**src/rtl/seg7_mux_driver_if.sv**
```systemverilog
// Load-side bus of the 7-segment scan driver: shadow-register data inputs,
// the load strobe and the commit status flags.
interface seg7_mux_driver_if #(
    parameter int NUM_DIGITS = 8,
    parameter int BRIGHT_W   = 3
);
    logic                      load;
    logic [4*NUM_DIGITS-1:0]   digit_data;
    logic [NUM_DIGITS-1:0]     char_mode;
    logic [NUM_DIGITS-1:0]     dp;
    logic [NUM_DIGITS-1:0]     blink_mask;
    logic                      lz_blank;
    logic [BRIGHT_W-1:0]       brightness;
    logic                      upd_pending;
    logic                      frame_tick;

    modport master (
        output load, digit_data, char_mode, dp, blink_mask, lz_blank, brightness,
        input  upd_pending, frame_tick
    );

    modport slave (
        input  load, digit_data, char_mode, dp, blink_mask, lz_blank, brightness,
        output upd_pending, frame_tick
    );
endinterface

```
**src/rtl/seg7_mux_driver.sv**
```systemverilog
// Time-multiplexed 7-segment scan driver with frame-synchronous shadow commit,
// per-digit char/hex decode, blink, leading-zero blanking and PWM brightness.
module seg7_mux_driver #(
    parameter int NUM_DIGITS     = 8,
    parameter int CLK_HZ         = 100_000_000,
    parameter int SCAN_HZ        = 1000,
    parameter int BRIGHT_W       = 3,
    parameter int BLINK_TICKS    = 250,
    parameter int SEL_ACTIVE_LOW = 1,
    parameter int SEG_ACTIVE_LOW = 0
) (
    input  logic                  clk,
    input  logic                  rst_n,
    seg7_mux_driver_if.slave      bus,
    output logic [NUM_DIGITS-1:0] seg_sel,
    output logic [7:0]            seg_data
);

    localparam int DIV    = CLK_HZ / SCAN_HZ;
    localparam int STEP   = DIV >> BRIGHT_W;
    localparam int PRE_W  = (STEP > 1) ? $clog2(STEP) : 1;
    localparam int IDX_W  = $clog2(NUM_DIGITS);
    localparam int BLK_W  = (BLINK_TICKS > 1) ? $clog2(BLINK_TICKS) : 1;
    localparam int DISP_W = 7 * NUM_DIGITS + 1 + BRIGHT_W;

    localparam logic [PRE_W-1:0]    PRE_MAX = PRE_W'(STEP - 1);
    localparam logic [BRIGHT_W-1:0] PH_MAX  = {BRIGHT_W{1'b1}};
    localparam logic [IDX_W-1:0]    IDX_MAX = IDX_W'(NUM_DIGITS - 1);
    localparam logic [BLK_W-1:0]    BLK_MAX = BLK_W'(BLINK_TICKS - 1);

    localparam bit SEL_INV = (SEL_ACTIVE_LOW != 0);
    localparam bit SEG_INV = (SEG_ACTIVE_LOW != 0);
    localparam logic [NUM_DIGITS-1:0] SEL_IDLE = SEL_INV ? {NUM_DIGITS{1'b1}} : {NUM_DIGITS{1'b0}};
    localparam logic [7:0]            SEG_IDLE = SEG_INV ? 8'hFF : 8'h00;

    typedef struct packed {
        logic [4*NUM_DIGITS-1:0] data;
        logic [NUM_DIGITS-1:0]   cm;
        logic [NUM_DIGITS-1:0]   dp;
        logic [NUM_DIGITS-1:0]   bm;
        logic                    lz;
        logic [BRIGHT_W-1:0]     bright;
    } disp_t;

    localparam disp_t ACTIVE_RST = disp_t'({{(DISP_W - BRIGHT_W){1'b0}}, {BRIGHT_W{1'b1}}});

    function automatic logic [6:0] decode(input logic [3:0] nib, input logic is_char);
        logic [6:0] g;
        g = 7'h00;
        if (is_char) begin
            case (nib)
                4'h1:    g = 7'h78;
                4'h2:    g = 7'h77;
                4'h3:    g = 7'h7C;
                4'h4:    g = 7'h39;
                4'h5:    g = 7'h1E;
                4'h6:    g = 7'h40;
                4'h7:    g = 7'h79;
                default: g = 7'h00;
            endcase
        end else begin
            case (nib)
                4'h0:    g = 7'h3F;
                4'h1:    g = 7'h06;
                4'h2:    g = 7'h5B;
                4'h3:    g = 7'h4F;
                4'h4:    g = 7'h66;
                4'h5:    g = 7'h6D;
                4'h6:    g = 7'h7D;
                4'h7:    g = 7'h07;
                4'h8:    g = 7'h7F;
                4'h9:    g = 7'h6F;
                4'hA:    g = 7'h77;
                4'hB:    g = 7'h7C;
                4'hC:    g = 7'h39;
                4'hD:    g = 7'h5E;
                4'hE:    g = 7'h79;
                default: g = 7'h71;
            endcase
        end
        return g;
    endfunction

    logic [PRE_W-1:0]      pre_q, pre_d;
    logic [BRIGHT_W-1:0]   phase_q, phase_d;
    logic [IDX_W-1:0]      scan_idx_q, scan_idx_d;
    logic [BLK_W-1:0]      blink_cnt_q, blink_cnt_d;
    logic                  blink_phase_q, blink_phase_d;
    logic                  pend_q, pend_d;
    logic                  shown_q, shown_d;
    disp_t                 shadow_q, shadow_d;
    disp_t                 active_q, active_d;
    disp_t                 load_set;
    logic [NUM_DIGITS-1:0] seg_sel_q, seg_sel_d;
    logic [7:0]            seg_data_q, seg_data_d;

    logic pre_wrap, scan_tick, commit;
    logic lz_run;
    logic [NUM_DIGITS-1:0]      lz_supp;
    logic [NUM_DIGITS-1:0][7:0] glyph;
    logic [NUM_DIGITS-1:0]      sel_onehot;
    logic [7:0]                 data_lg;

    assign pre_wrap  = (pre_q == PRE_MAX);
    assign scan_tick = pre_wrap && (phase_q == PH_MAX);
    assign commit    = scan_tick && (scan_idx_q == IDX_MAX);
    assign load_set  = {bus.digit_data, bus.char_mode, bus.dp, bus.blink_mask,
                        bus.lz_blank, bus.brightness};

    always_comb begin
        pre_d         = pre_wrap ? '0 : pre_q + 1'b1;
        phase_d       = pre_wrap ? phase_q + 1'b1 : phase_q;
        scan_idx_d    = scan_idx_q;
        blink_cnt_d   = blink_cnt_q;
        blink_phase_d = blink_phase_q;
        if (scan_tick) begin
            scan_idx_d = (scan_idx_q == IDX_MAX) ? '0 : scan_idx_q + 1'b1;
            if (blink_cnt_q == BLK_MAX) begin
                blink_cnt_d   = '0;
                blink_phase_d = ~blink_phase_q;
            end else begin
                blink_cnt_d = blink_cnt_q + 1'b1;
            end
        end
    end

    // A load coinciding with a commit still commits the old shadow and keeps
    // the new data pending for the following frame.
    always_comb begin
        shadow_d = bus.load ? load_set : shadow_q;
        pend_d   = bus.load | (pend_q & ~commit);
        active_d = (commit && pend_q) ? shadow_q : active_q;
        shown_d  = shown_q | (commit & pend_q);
    end

    always_comb begin
        lz_run  = active_q.lz;
        lz_supp = '0;
        for (int i = NUM_DIGITS - 1; i >= 1; i--) begin
            lz_run     = lz_run && !active_q.cm[i] && (active_q.data[4*i +: 4] == 4'h0);
            lz_supp[i] = lz_run;
        end
    end

    // Nothing is shown until the first commit, so a fresh reset stays dark.
    generate
        for (genvar gi = 0; gi < NUM_DIGITS; gi++) begin : g_digit
            assign glyph[gi] =
                (!shown_q || (blink_phase_q && active_q.bm[gi])) ? 8'h00 :
                lz_supp[gi] ? {active_q.dp[gi], 7'h00} :
                {active_q.dp[gi], decode(active_q.data[4*gi +: 4], active_q.cm[gi])};
        end
    endgenerate

    always_comb begin
        sel_onehot = '0;
        data_lg    = 8'h00;
        if (phase_q <= active_q.bright) begin
            sel_onehot[scan_idx_q] = 1'b1;
            data_lg                = glyph[scan_idx_q];
        end
        seg_sel_d  = SEL_INV ? ~sel_onehot : sel_onehot;
        seg_data_d = SEG_INV ? ~data_lg : data_lg;
    end

    always_ff @(posedge clk or negedge rst_n) begin
        if (!rst_n) begin
            pre_q         <= '0;
            phase_q       <= '0;
            scan_idx_q    <= '0;
            blink_cnt_q   <= '0;
            blink_phase_q <= 1'b0;
            pend_q        <= 1'b0;
            shown_q       <= 1'b0;
            shadow_q      <= '0;
            active_q      <= ACTIVE_RST;
            seg_sel_q     <= SEL_IDLE;
            seg_data_q    <= SEG_IDLE;
        end else begin
            pre_q         <= pre_d;
            phase_q       <= phase_d;
            scan_idx_q    <= scan_idx_d;
            blink_cnt_q   <= blink_cnt_d;
            blink_phase_q <= blink_phase_d;
            pend_q        <= pend_d;
            shown_q       <= shown_d;
            shadow_q      <= shadow_d;
            active_q      <= active_d;
            seg_sel_q     <= seg_sel_d;
            seg_data_q    <= seg_data_d;
        end
    end

    assign seg_sel         = seg_sel_q;
    assign seg_data        = seg_data_q;
    assign bus.upd_pending = pend_q;
    assign bus.frame_tick  = commit;

endmodule
```
**src/flat_wrapper.sv**
```systemverilog
// flat-port wrapper written by rule: the top's interface ports become plain ports
module seg7_mux_driver_flat 
#(
    parameter int NUM_DIGITS     = 8,
    parameter int CLK_HZ         = 100_000_000,
    parameter int SCAN_HZ        = 1000,
    parameter int BRIGHT_W       = 3,
    parameter int BLINK_TICKS    = 250,
    parameter int SEL_ACTIVE_LOW = 1,
    parameter int SEG_ACTIVE_LOW = 0
)
  (clk, rst_n, seg_sel, seg_data, bus_load, bus_digit_data, bus_char_mode, bus_dp, bus_blink_mask, bus_lz_blank, bus_brightness, bus_upd_pending, bus_frame_tick);
  seg7_mux_driver_if #(.NUM_DIGITS(NUM_DIGITS), .BRIGHT_W(BRIGHT_W)) bus_i ();
  input  logic clk;
  input  logic rst_n;
  output logic [NUM_DIGITS-1:0] seg_sel;
  output logic [7:0] seg_data;
  input wire logic [$bits(bus_i.load)-1:0] bus_load;
  input wire logic [$bits(bus_i.digit_data)-1:0] bus_digit_data;
  input wire logic [$bits(bus_i.char_mode)-1:0] bus_char_mode;
  input wire logic [$bits(bus_i.dp)-1:0] bus_dp;
  input wire logic [$bits(bus_i.blink_mask)-1:0] bus_blink_mask;
  input wire logic [$bits(bus_i.lz_blank)-1:0] bus_lz_blank;
  input wire logic [$bits(bus_i.brightness)-1:0] bus_brightness;
  output wire logic [$bits(bus_i.upd_pending)-1:0] bus_upd_pending;
  output wire logic [$bits(bus_i.frame_tick)-1:0] bus_frame_tick;
  assign bus_i.load = bus_load;
  assign bus_i.digit_data = bus_digit_data;
  assign bus_i.char_mode = bus_char_mode;
  assign bus_i.dp = bus_dp;
  assign bus_i.blink_mask = bus_blink_mask;
  assign bus_i.lz_blank = bus_lz_blank;
  assign bus_i.brightness = bus_brightness;
  assign bus_upd_pending = bus_i.upd_pending;
  assign bus_frame_tick = bus_i.frame_tick;
  seg7_mux_driver #(.NUM_DIGITS(NUM_DIGITS), .CLK_HZ(CLK_HZ), .SCAN_HZ(SCAN_HZ), .BRIGHT_W(BRIGHT_W), .BLINK_TICKS(BLINK_TICKS), .SEL_ACTIVE_LOW(SEL_ACTIVE_LOW), .SEG_ACTIVE_LOW(SEG_ACTIVE_LOW)) u_core (.clk(clk), .rst_n(rst_n), .bus(bus_i), .seg_sel(seg_sel), .seg_data(seg_data));
endmodule
```
**config.mk**
```make
export PLATFORM = sky130hd
export DESIGN_NAME = seg7_mux_driver_flat
export DESIGN_NICKNAME = d
export VERILOG_FILES = /design/src/rtl/seg7_mux_driver_if.sv /design/src/rtl/seg7_mux_driver.sv /design/src/flat_wrapper.sv
export SDC_FILE = /design/constraint.sdc
export NUM_CORES = 1
export LEC_CHECK = 0
export CORE_MARGIN = 2
export CORE_UTILIZATION = 55
export CTS_BUF_LIST = sky130_fd_sc_hd__clkbuf_2
export CTS_CLUSTER_SIZE = 28
export DETAILED_ROUTE_END_ITERATION = 12
export PLACE_DENSITY = 0.76
export SETUP_SLACK_MARGIN = 0.1
export SKIP_LAST_GASP = 1
export SLEW_MARGIN = 30
export SYNTH_ARGS = -nofsm -noshare
export SYNTH_HDL_FRONTEND = slang
export SYNTH_SLANG_ARGS = --single-unit
```
**constraint.sdc**
```tcl
create_clock -name clk -period 3.1 [get_ports clk]
set_input_delay 0.62 -clock clk [delete_from_list [all_inputs] [get_ports clk]]
set_output_delay 0.62 -clock clk [all_outputs]
set_load 0.05 [all_outputs]
```
==> load_flow_metrics.sql <==
INSERT INTO impl_metrics (metric_group, metric, value, unit) VALUES
('clock_network', 'inserted_clock_buffers', '17', ''),
('synth', 'post_synth_instance_area', '0.0103', 'sq mm'),
('critical_path', 'crit_fanout', '2', ''),
('final_layout', 'final_nets', '1218', ''),
('synth', 'most_repeated_cell_in_the_gate_level_netlist_after_synthesis', 'dfrtp_1', ''),
('clock_network', 'ctsLongestPathBuffers', '2', ''),
('floorplan', 'die-area', '0.0198', 'sq mm'),
('floorplan', 'ioPinCount', '81', ''),
('critical_path', 'slowest_stage', 'dfrtp_1', ''),
('synth', 'synth-edff-count', '0', ''),
('synth', 'yosys-top-cells-area', 'dfrtp_1 (38%), mux2_2 (8.3%), ha_1 (6.6%)', ''),
('routing', 'drt_pre_antenna_iters', '5', ''),
('hold_path', 'worstHoldPathType', 'in -> async', ''),
('synth', 'post_synthesis_average_cell_area', '9.96', 'sq um'),
('synth', 'postSynthCellCount', '1034', ''),
('clock_network', 'clk_transition_reported_paths', '0.29', 'ns'),
('placement', 'io_buffer_count', '80', ''),
('timing', 'tns', '-0.0258', 'ns'),
('timing', 'timing.final.max_slew_violations', '0', ''),
('synth', 'yosys-top-cells-count', 'dfrtp_1 (156), mux2_2 (76), nor2_1 (65)', ''),
('placement', 'pre_cts_ws', '0.221', 'ns'),
('timing', 'finalHoldViolations', '0', ''),
('synth', 'synth.net_count', '1151', ''),
('status', 'violations', 'setup timing', ''),
('clock_network', 'cts.sinks', '167', ''),
('synth', 'yosysSeqAreaShare', '40.7', '%'),
('timing', 'rsz0062_at_grt', 'true', ''),
('routing', 'dr_total_vias', '8043', ''),
('critical_path', 'crit_type', 'reg -> out', ''),
('clock_network', 'ctsRootBufferMaster', 'clkbuf_2', ''),
('routing', 'drt-total-wl', '22800', 'microns'),
('clock_network', 'tritoncts', 'yes', ''),
('synth', 'synthDominantCellAreaShare', '37.9', '%'),
('final_layout', 'layout-area-overhead-vs-synth', '13.8', '%'),
('grt', 'grt_first_pass_wirelength', '38100', 'microns'),
('floorplan', 'die_h', '141', 'microns'),
('final_layout', 'drive_gt1_share', '18.4', '%'),
('placement', 'gp_routability_congestion', '0.894', ''),
('power', 'p_leak', '4.93', 'nW'),
('critical_path', 'worst_path_largest_cell_delay', '0.47', 'ns'),
('floorplan', 'core_region_area', '0.0185', 'sq mm'),
('status', 'run_status', 'finished, violations left', ''),
('timing', 'timing.final.crit_share', '101', '%'),
('grt', 'grt_antenna_before_repair', '1', ''),
('routing', 'drt-vias-per-instance', '5.96', ''),
('clock_network', 'htreeDepth', '4', ''),
('placement', 'post-dp-hpwl', '16300', 'microns'),
('timing', 'worst_clk_skew', '0.0461', 'ns'),
('timing', 'timing_worst_slew_pin_value', '0.735', 'ns'),
('synth', 'post_synthesis_async_set_or_reset_flop_share', '100', '%'),
('synth', 'synth_cell_type_count', '70', ''),
('synth', 'ys_dominant_reg_cell', 'dfrtp_1', ''),
('timing', 'maxSlewHeadroom', '49.7', '%'),
('timing', 'setup_viol_count_final', '1', ''),
('floorplan', 'start_util', '55.6', '%'),
('critical_path', 'required', '2.48', 'ns'),
('routing', 'post_detailed_route_drc_marker_count', '0', ''),
('clock_network', 'insertion_delay_to_the_later_sink_of_the_worst_skew_pair', '0.80', 'ns'),
('power', 'power.density', '329', 'mW/mm^2'),
('routing', 'drt_iter0_markers', '956', ''),
('timing', 'timing.final.ws_setup', '-0.0258', 'ns'),
('placement', 'placed_cells', '1307', ''),
('final_layout', 'finalNonFillerCells', '1350', ''),
('routing', 'drt-wirelength-per-cell', '16.9', 'microns'),
('timing', 'worst_hold_slack', '0.336', 'ns'),
('synth', 'ff_latch_count_synth', '167', ''),
('critical_path', 'setup.worst_path.end_class', 'output pin', ''),
('power', 'power.total', '3.85', 'mW'),
('critical_path', 'startpoint_type', 'register', ''),
('flow_run', 'drv.max_cap_violation_count', '0', ''),
('timing', 'timing.fmax', '0.320', 'GHz');
-- through the flow --
step | cell area [sq um] | util, %
4_1_cts | 11700 | 63.1
3_3_place_gp | 11300 | 61.2
6_report | 11700 | 63.3
5_1_grt | 11700 | 63.3
3_5_place_dp | 11300 | 61.2
2_1_floorplan | 10300 | -
-- cell usage in the layout, fill, tap and decap left out, types with 22 or more instances in the layout --
master / Yosys / layout
dfrtp_1: 156 / 156
mux2_2: 76 / 76
o21ai_0: 57 / 57
nor3_1: 40 / 40
a21oi_1: 37 / 37
mux2_1: 33 / 33
buf_4: 3 / 30
ha_1: 54 / 53
a211oi_1: 23 / 23
nor2b_1: 30 / 30
clkdlybuf4s50_1: 0 / 77
inv_1: 45 / 45
nand3_1: 22 / 22
mux2i_1: 28 / 28
nand2_1: 63 / 63
nor2_1: 65 / 65
-- area by class of cell --
class                           count  area [sq um]
Clock inverter                     14           179
Multi-Input combinational cell    755          5670
Timing Repair Buffer              115          1120
Inverter                           45           169
Sequential cell                   167          4190
Antenna cell                        2          5.00
Fill cell                        1512          6800
Tap cell                          234           293
Clock buffer                       18          90.1
-- worst paths after layout --
check / slack (ns) / depth (start not counted) / start / end
setup reg to reg: 0.24 / 6 / u_core.pre_q[10] / u_core.active_q[39]
min in group clk: 0.40 / 2 / bus_blink_mask[0] / u_core.shadow_q[4]
max in group asynchronous: 1.89 / 3 / rst_n / u_core.seg_sel[4]
hold reg to reg: 0.49 / 2 / u_core.shadow_q[40] / u_core.active_q[40]
hold / removal: 0.34 / 2 / rst_n / u_core.active_q[14]
setup / recovery: -0.03 / 6 / u_core.pre_q[1] / bus_frame_tick
-- sequential cells by signal, summed over array words and instances, names as in the netlist --
register                cells
u_core.active_q            60
u_core.blink_cnt_q          8
u_core.blink_phase_q        1
u_core.bus.upd_pending      1
u_core.phase_q              3
u_core.pre_q               14
u_core.scan_idx_q           3
u_core.seg_data             8
u_core.seg_sel              8
u_core.shadow_q            60
u_core.shown_q              1
-- worst register-to-register path: cells and delay by family (launching register included) --
family                 cells  cell delay (ns)
AND/OR/NAND/NOR            4             1.73
flip-flops                 1             0.44
multiplexers               1             0.37
buffers and inverters      1             0.24
-- power by group --
group | switching [mW] | internal [mW] | leakage, nW
sequential | 0.0474 | 2.26 | 2.14
clock | 0.891 | 0.421 | 0.165
combinational | 0.0862 | 0.145 | 2.63
total | 1.02 | 2.83 | 4.93
-- metal layers --
metal / share of wire, % / track usage, %
met5: 0 / 0
met4: 2.2 / 7.74
met3: 4.9 / 4.59
met2: 47 / 37.7
met1: 46 / 33.0
-- kinds of logic (layout without fill, tap and decap cells) --
logic type	after synthesis	in the layout	share of synthesized area (%)
compound gates	235	235	15.4
xor+xnor	18	18	1.53
fa+ha+maj	54	54	6.56
buf+inv	112	192	4.64
flops	167	167	40.7
mux	142	142	15.7
other cells	0	2	0
simple gates	306	306	15.4
-- what timing repair did --
| action | 4_1_cts | 5_1_grt |
|---|---|---|
| buffers inserted | 7 | 1 |
| endpoints found under the hold margin | 60 | 0 |
| endpoints found under the setup margin | 1 | 11 |
| pin swaps | 2 | 0 |
| resized for setup | 6 | 2 |
| hold buffers | 1 | 0 |
Power figures use the tool's default switching activity.
